**src/rtl/alu_pkg.sv**
```systemverilog
// Shared types for the iterative ALU: opcode and control-state enums.
// Optional divider: define ITER_ALU_DIV_EN to build the DIV state and datapath.
package alu_pkg;

    typedef enum logic [1:0] {
        OP_ADD = 2'b00,
        OP_SUB = 2'b01,
        OP_MUL = 2'b10,
        OP_DIV = 2'b11
    } alu_op_t;

`ifdef ITER_ALU_DIV_EN
    typedef enum logic [1:0] {
        ST_IDLE = 2'b00,
        ST_MUL  = 2'b01,
        ST_DIV  = 2'b10,
        ST_DONE = 2'b11
    } alu_state_t;
`else
    typedef enum logic [1:0] {
        ST_IDLE = 2'b00,
        ST_MUL  = 2'b01,
        ST_DONE = 2'b11
    } alu_state_t;
`endif

endpackage : alu_pkg

```
**src/rtl/iter_alu_div.sv**
```systemverilog
// Restoring divider: one quotient bit per cycle, REG_SIZE iterations.
// Only instantiated when ITER_ALU_DIV_EN is defined. The divisor is
// guaranteed non-zero by the control unit before start_i is raised.
module iter_alu_div
    import alu_pkg::*;
#(
    parameter int REG_SIZE = 8
) (
    input  logic                clk_i,
    input  logic                rst_i,
    input  logic                start_i,
    input  logic [REG_SIZE-1:0] dividend_i,
    input  logic [REG_SIZE-1:0] divisor_i,
    output logic                last_o,
    output logic [REG_SIZE-1:0] quot_o
);

    localparam int CNT_W = $clog2(REG_SIZE + 1);

    logic [REG_SIZE-1:0] rem_q, rem_d;
    logic [REG_SIZE-1:0] quo_q, quo_d;
    logic [REG_SIZE-1:0] dvs_q;
    logic [CNT_W-1:0]    cnt_q;
    logic                active_q;

    logic [REG_SIZE:0]   shift_s;
    logic [REG_SIZE-1:0] diff_s;
    logic                ge_s;

    // One restoring step: shift next dividend bit into the remainder, subtract if it fits.
    always_comb begin
        shift_s = {rem_q, quo_q[REG_SIZE-1]};
        ge_s    = (shift_s >= {1'b0, dvs_q});
        diff_s  = shift_s[REG_SIZE-1:0] - dvs_q;
        if (ge_s) begin
            rem_d = diff_s;
        end else begin
            rem_d = shift_s[REG_SIZE-1:0];
        end
        quo_d  = {quo_q[REG_SIZE-2:0], ge_s};
        last_o = active_q && (cnt_q == CNT_W'(REG_SIZE - 1));
        quot_o = quo_d;
    end

    // Divider registers: load on start, iterate while active, clear on reset.
    always_ff @(posedge clk_i) begin
        if (rst_i) begin
            rem_q    <= {REG_SIZE{1'b0}};
            quo_q    <= {REG_SIZE{1'b0}};
            dvs_q    <= {REG_SIZE{1'b0}};
            cnt_q    <= {CNT_W{1'b0}};
            active_q <= 1'b0;
        end else if (start_i) begin
            rem_q    <= {REG_SIZE{1'b0}};
            quo_q    <= dividend_i;
            dvs_q    <= divisor_i;
            cnt_q    <= {CNT_W{1'b0}};
            active_q <= 1'b1;
        end else if (active_q) begin
            rem_q    <= rem_d;
            quo_q    <= quo_d;
            cnt_q    <= cnt_q + CNT_W'(1);
            active_q <= !last_o;
        end
    end

endmodule : iter_alu_div

```
**src/rtl/iter_alu.sv**
```systemverilog
// Iterative ALU: single-cycle ADD/SUB, shift-add MUL, optional restoring DIV.
// Optional divider: define ITER_ALU_DIV_EN; otherwise DIV returns 0 with error.
module iter_alu
    import alu_pkg::*;
#(
    parameter int REG_SIZE = 8
) (
    input  logic                clk,
    input  logic                rst,
    input  logic                alu_req,
    input  logic [1:0]          alu_operation,
    input  logic [REG_SIZE-1:0] alu_op1,
    input  logic [REG_SIZE-1:0] alu_op2,
    output logic                alu_done,
    output logic [REG_SIZE-1:0] alu_res,
    output logic                alu_err,
    output logic                busy
);

    localparam int CNT_W = $clog2(REG_SIZE + 1);

    alu_state_t state_q, state_d;
    alu_op_t    op_s;
    logic       accept_s;

    logic                done_q, done_d;
    logic [REG_SIZE-1:0] res_q, res_d;
    logic                err_q, err_d;

    // Multiplier datapath: {high, low} product with the multiplier shifting out of low.
    logic [REG_SIZE-1:0]   mcand_q;
    logic [2*REG_SIZE-1:0] prod_q;
    logic [CNT_W-1:0]      cnt_q;
    logic [REG_SIZE:0]     mul_sum_s;
    logic [2*REG_SIZE-1:0] mul_next_s;
    logic                  mul_last_s;

    assign op_s     = alu_op_t'(alu_operation);
    assign accept_s = alu_req && ((state_q == ST_IDLE) || (state_q == ST_DONE));

`ifdef ITER_ALU_DIV_EN
    logic                div_start_s;
    logic                div_last_s;
    logic [REG_SIZE-1:0] div_quot_s;

    assign div_start_s = accept_s && (op_s == OP_DIV) && (alu_op2 != {REG_SIZE{1'b0}});
    assign busy        = (state_q == ST_MUL) || (state_q == ST_DIV);

    iter_alu_div #(
        .REG_SIZE (REG_SIZE)
    ) u_div (
        .clk_i      (clk),
        .rst_i      (rst),
        .start_i    (div_start_s),
        .dividend_i (alu_op1),
        .divisor_i  (alu_op2),
        .last_o     (div_last_s),
        .quot_o     (div_quot_s)
    );
`else
    assign busy = (state_q == ST_MUL);
`endif

    assign alu_done = done_q;
    assign alu_res  = res_q;
    assign alu_err  = err_q;

    // Shift-add step: conditionally add the multiplicand into the high half, then shift right.
    always_comb begin
        if (prod_q[0]) begin
            mul_sum_s = {1'b0, prod_q[2*REG_SIZE-1:REG_SIZE]} + {1'b0, mcand_q};
        end else begin
            mul_sum_s = {1'b0, prod_q[2*REG_SIZE-1:REG_SIZE]};
        end
        mul_next_s = {mul_sum_s, prod_q[REG_SIZE-1:1]};
        mul_last_s = (state_q == ST_MUL) && (cnt_q == CNT_W'(REG_SIZE - 1));
    end

    // State register; reset wins over any request in the same cycle.
    always_ff @(posedge clk) begin
        if (rst) begin
            state_q <= ST_IDLE;
        end else begin
            state_q <= state_d;
        end
    end

    // Next-state logic.
    always_comb begin
        state_d = state_q;
        case (state_q)
            ST_IDLE, ST_DONE: begin
                if (accept_s) begin
                    case (op_s)
                        OP_ADD:  state_d = ST_DONE;
                        OP_SUB:  state_d = ST_DONE;
                        OP_MUL:  state_d = ST_MUL;
`ifdef ITER_ALU_DIV_EN
                        OP_DIV: begin
                            if (alu_op2 == {REG_SIZE{1'b0}}) begin
                                state_d = ST_DONE;
                            end else begin
                                state_d = ST_DIV;
                            end
                        end
`else
                        OP_DIV:  state_d = ST_DONE;
`endif
                        default: state_d = ST_DONE;
                    endcase
                end else begin
                    state_d = state_q;
                end
            end
            ST_MUL: begin
                if (mul_last_s) begin
                    state_d = ST_DONE;
                end else begin
                    state_d = ST_MUL;
                end
            end
`ifdef ITER_ALU_DIV_EN
            ST_DIV: begin
                if (div_last_s) begin
                    state_d = ST_DONE;
                end else begin
                    state_d = ST_DIV;
                end
            end
`endif
            default: state_d = ST_IDLE;
        endcase
    end

    // Next values of the registered result outputs.
    always_comb begin
        done_d = done_q;
        res_d  = res_q;
        err_d  = err_q;
        if (accept_s) begin
            done_d = 1'b0;
            err_d  = 1'b0;
            case (op_s)
                OP_ADD: begin
                    done_d = 1'b1;
                    res_d  = alu_op1 + alu_op2;
                end
                OP_SUB: begin
                    done_d = 1'b1;
                    res_d  = alu_op1 - alu_op2;
                end
                OP_MUL: begin
                    done_d = 1'b0;
                end
`ifdef ITER_ALU_DIV_EN
                OP_DIV: begin
                    if (alu_op2 == {REG_SIZE{1'b0}}) begin
                        done_d = 1'b1;
                        res_d  = {REG_SIZE{1'b1}};
                        err_d  = 1'b1;
                    end else begin
                        done_d = 1'b0;
                    end
                end
`else
                OP_DIV: begin
                    done_d = 1'b1;
                    res_d  = {REG_SIZE{1'b0}};
                    err_d  = 1'b1;
                end
`endif
                default: begin
                    done_d = 1'b0;
                end
            endcase
        end else if (mul_last_s) begin
            done_d = 1'b1;
            res_d  = mul_next_s[REG_SIZE-1:0];
            err_d  = |mul_next_s[2*REG_SIZE-1:REG_SIZE];
`ifdef ITER_ALU_DIV_EN
        end else if ((state_q == ST_DIV) && div_last_s) begin
            done_d = 1'b1;
            res_d  = div_quot_s;
            err_d  = 1'b0;
`endif
        end else begin
            done_d = done_q;
            res_d  = res_q;
            err_d  = err_q;
        end
    end

    // Result output registers.
    always_ff @(posedge clk) begin
        if (rst) begin
            done_q <= 1'b0;
            res_q  <= {REG_SIZE{1'b0}};
            err_q  <= 1'b0;
        end else begin
            done_q <= done_d;
            res_q  <= res_d;
            err_q  <= err_d;
        end
    end

    // Multiplier registers: latch operands on accept, step once per MUL cycle.
    always_ff @(posedge clk) begin
        if (rst) begin
            mcand_q <= {REG_SIZE{1'b0}};
            prod_q  <= {(2*REG_SIZE){1'b0}};
            cnt_q   <= {CNT_W{1'b0}};
        end else if (accept_s && (op_s == OP_MUL)) begin
            mcand_q <= alu_op1;
            prod_q  <= {{REG_SIZE{1'b0}}, alu_op2};
            cnt_q   <= {CNT_W{1'b0}};
        end else if (state_q == ST_MUL) begin
            prod_q  <= mul_next_s;
            cnt_q   <= cnt_q + CNT_W'(1);
        end
    end

endmodule : iter_alu

```
**config.mk**
```make
export PLATFORM = sky130hd
export DESIGN_NAME = iter_alu
export DESIGN_NICKNAME = d
export VERILOG_FILES = /design/src/rtl/alu_pkg.sv /design/src/rtl/iter_alu_div.sv /design/src/rtl/iter_alu.sv
export SDC_FILE = /design/constraint.sdc
export NUM_CORES = 1
export LEC_CHECK = 0
export BUFFER_PORTS_ARGS = -buffer_cell sky130_fd_sc_hd__buf_2
export CAP_MARGIN = 15
export CORE_MARGIN = 2
export CORE_UTILIZATION = 50
export DETAILED_ROUTE_END_ITERATION = 8
export GPL_TIMING_DRIVEN = 0
export HOLD_SLACK_MARGIN = 0.08
export PLACE_DENSITY = 0.78
export SYNTH_ARGS = -nofsm -noshare
export SYNTH_HDL_FRONTEND = slang
export SYNTH_HIERARCHICAL = 1
export SYNTH_SLANG_ARGS = --single-unit
```
**constraint.sdc**
```tcl
create_clock -name clk -period 4.45 [get_ports clk]
set_input_delay 0.2225 -clock clk [delete_from_list [all_inputs] [get_ports clk]]
set_output_delay 0.2225 -clock clk [all_outputs]
set_load 0.02 [all_outputs]
```
# After elaboration in Yosys (flattened, before gate mapping)
# Index checks and enable logic that the tools add are counted.
# totals
regBits,40
inputBits,21
out_inout_bits,11
elab_cells,49
# op_classes
n_addsub,4
n_eq_ne,8
muxes,16
reduce_logical,13
# ops
cell,n
two-way mux 8 bit,4
case mux 8 bit (3 select lines),1
adder 8 x 8 -> 9 bit,1
two-way mux 9 bit,1
adder 8 bit,1
case mux 2 bit (2 select lines),2
OR reduction 8 bit,1
subtractor 8 bit,1
"equality test 2 bit, second input constant",3
two-way mux 1 bit,5
"adder 4 x 1 -> 4 bit, second input constant",1
"equality test 2 x 1 -> 1 bit, second input constant",2
"equality test 4 x 3 -> 1 bit, second input constant",1
zero test 2 bit,2
two-way mux 2 bit,2
"!= test 4 x 1 -> 1 bit, second input constant",1
nonzero test 2 bit,2
OR reduction 2 bit,2
logical AND 1 bit,3
OR reduction 3 bit,1
"!= test 2 bit, second input constant",1
case mux 1 bit (2 select lines),1
AND reduction 2 bit,1
logical OR 1 bit,1

# Depth between registers and ports, before layout
# depth
depth_word,5
depth_mapped,11

# Worst setup path before layout
# OpenSTA, ideal clock, no wires.
# synth_timing
path_kind,input-to-reg
startpoint,input alu_operation[0]
endpoint,register res_q[5] (netlist: alu_res[5])
arrival_time_ps,2074
slack_ps,2242
path_stages,11
n_path_buf,1
cell_sequence,nor2b_1 -> clkbuf_1 -> mux2_2 -> inv_1 -> ha_1 -> nor2b_1 -> o21ai_1 -> a21oi_1 -> or3_1 -> a32oi_1 -> a211oi_1
# synth_between
elab_chain_len,3
# synth_lines
item,line_no,text
from (decl),iter_alu.sv:11,"input logic [1:0] alu_operation,"
"equality test 2 bit, or another cell as far along",iter_alu.sv:143,case (op_s)
case mux 8 bit (3 select lines) or != test 4 x 1 -> 1 bit (tied branches),-,
two-way mux 8 bit or AND reduction 2 bit (tied branches),-,
to (signal assigned),iter_alu.sv:197,res_q <= {REG_SIZE{1'b0}};
to (signal assigned),iter_alu.sv:201,res_q <= res_d;
to (decl),iter_alu.sv:27,"logic [REG_SIZE-1:0] res_q, res_d;"
# Parallel ways exist; a longest one is shown, timed or not.
# A chain may end at the register's enable or synchronous reset.

# Final worst setup path
# Same ends and word-level chain as after synthesis.

==> impl_metrics.ini <==
[clocking]
clk_path_buf_depth = 2
tritoncts = done
clk_latency_ps = 290
cts_made_buffers = 5
postCtsSetupBuffers = 0
clk_pin_slew_ps = 80
cts-root-buf = clkbuf_8
cts.repair.resized = 0
ctsHoldBuffers = 0
htree_levels = 2
clkSinkCount = 40

[sta]
finalSetupTns_ps = 0
slew_headroom = 0.594
fin_crit_sh = 0.530
setup_ws_ps = 2090
skew_ps = 8.27
rsz0062_at_grt = false
final_hold_viol_count = 0
worstMarginPinSlew_ps = 609
fin_crit_ps = 2360
finalSetupViolCount = 0
max_freq_mhz = 424
slew_viol_final = 0

[grt]
grt_max_degree = 14
grt_pass1_wl_mm = 10.8
grt_pass1_vias = 2341
grt_overflow_total = 0
antenna_found_initial = 0
track_usage = 0.224

[synth]
synth_area_sq_mm = 0.00264
synth.top_cell.area_share = 0.303
synth_mux_area_frac = 0.0422
synth-compound-area-share = 0.233
synth_fa_ha_area_frac = 0.105
yosys-top-cells-count = 44 x nor2_1, 40 x dfxtp_1, 30 x nand2_1, 25 x a21oi_1, 19 x ha_1
synth.avg_cell_area_sq_um = 8.17
synthSimpleGateAreaFrac = 0.214
synth_seq_cells = 40
synth_top_family_by_area = compound AO/OA/AOI/OAI gates
seq_area_frac_synth = 0.303
netlist_instances = 323
synth_edf_count = 0
synth_top_area_cell = dfxtp_1
yosysWarnings = 6
synth_cell_types = 56
yosys.area_share.xor_xnor = 0.0498
netlist_top_cells_area = dfxtp_1 30%, ha_1 9.0%, nor2_1 6.3%, a211oi_1 4.8%, a21oi_1 4.7%
synth.most_common_cell = nor2_1
async_flop_share = 0
synth_nets = 365
synth_ff_type = dfxtp_1

[setup_path]
r2r-start = mcand_q[0]
cp_data_arrival_time_ps = 2520
cp-end-kind = flip-flop
crit_path_start = alu_operation[0]
cp.required_ps = 4620
path_class = in2reg
path_max_fanout = 7
worstSetupStartpointType = input port

[placement]
pre_cts_slack_ps = 1800
place.detailed.hpwl_mm = 4.94
placement.io_buffers = 31
place_congestion = 0.868

[layout]
num-nets-final = 403
antenna-diode-count = 0
syn_to_final_growth_pct = 13.8
drive_above_1_share = 0.160

[routing]
antenna_left = 0
drc = 0
drt-initial-drc-count = 153
firstDrtPassIters = 4
vias_per_cell = 5.73
drt_wl_total_mm = 6.30
wl_per_cell_microns = 14.6
via_count = 2475

[floorplan]
core-area_sq_mm = 0.00511
start_util = 0.517
io-pin-count = 32
dieArea_sq_mm = 0.00588
die_width_microns = 76.7
die-height_microns = 76.7
row_count = 26

[flow_run]
maxCapViolCount = 0

[pwr]
p_per_area_mw_per_mm2 = 433
vdd_ir_drop_max_mv = 0.221
p_leak_uw = 0.00121

[run_status]
status = complete, no violations

[min_path]
min_path_type = in2reg
min_from = alu_op1[2]
## critical path, cell delays in order
cell and delay, ps:
buf_2 100, nor2b_1 170, clkbuf_1 290, mux2_2 410, inv_1 60, ha_1 210
nor2b_1 120, o21ai_1 160, a21oi_1 120, or3_1 320, a32oi_1 230, a211oi_1 100
## layout by cell type (no fill, tap or decap), drive strengths merged, types with 6 or more instances in the layout
master,count
buf,40
mux2i,10
o21ai,12
inv,14
nand2b,6
a211oi,19
a21oi,26
xnor2,13
nor2b,6
nor2,45
ha,19
clkbuf,14
dfxtp,40
nand2,30
## metal layers
| layer | vias to the layer above | track usage | share of wire |
|---|---|---|---|
| li1 | 1238 | - | - |
| met1 | 1171 | 0.304 | 0.47 |
| met2 | 59 | 0.379 | 0.48 |
| met3 | 7 | 0.0329 | 0.047 |
| met4 | 0 | 0.0473 | 0.0094 |
| met5 | - | 0 | 0 |
## flip-flops by register name, indices dropped and copies added (netlist names)
| register | flops |
|---|---|
| state_q | 2 |
| alu_res | 8 |
| cnt_q | 4 |
| alu_done | 1 |
| prod_q | 16 |
| mcand_q | 8 |
| alu_err | 1 |
## power breakdown
group	leakage [uW]	switching (uW)	internal, uW
registers	0.000327	48.1	421
logic	0.000817	305	210
clock network	0.0000614	132	183
## area by class of cell
class,instances,area (sq um)
clock inverter,2,38.8
clock buffer,6,82.6
multi-input combinational,252,1700
inverter,14,52.6
sequential,40,801
buffer,17,85.1
fill,489,2100
tap,70,87.6
timing repair buffer,31,155
## final timing paths
kind | to | slack, ps | cells past startpoint
max | alu_res[5] | 2090 | 12
min | mcand_q[2] | 180 | 3
max reg2reg | alu_err | 2270 | 9
min reg2reg | mcand_q[7] | 470 | 2
## cell families (layout without fill, tap and decap cells)
kind of cell	after synthesis	after routing
fa+ha+maj	21	21
compound gates	90	90
simple gates	115	115
mux	11	11
xor+xnor	15	15
buf+inv	31	70
flops	40	40
## metrics by stage
| stage | instance area (sq um) | hold slack [ps] | power (uW) | std cells | utilization |
|---|---|---|---|---|---|
| 6_report | 3000 | 179 | 1300 | 432 | 0.588 |
| 5_1_grt | 3000 | 180 | 1390 | 432 | 0.588 |
| 4_1_cts | 3000 | 180 | 1300 | 432 | 0.588 |
| 3_5_place_dp | 2880 | 455 | 988 | 424 | 0.564 |
| 3_3_place_gp | 2880 | 450 | 974 | 424 | 0.564 |
| 2_1_floorplan | 2640 | 358 | 855 | 323 | - |
No activity file was read; power rests on OpenSTA's default activity.
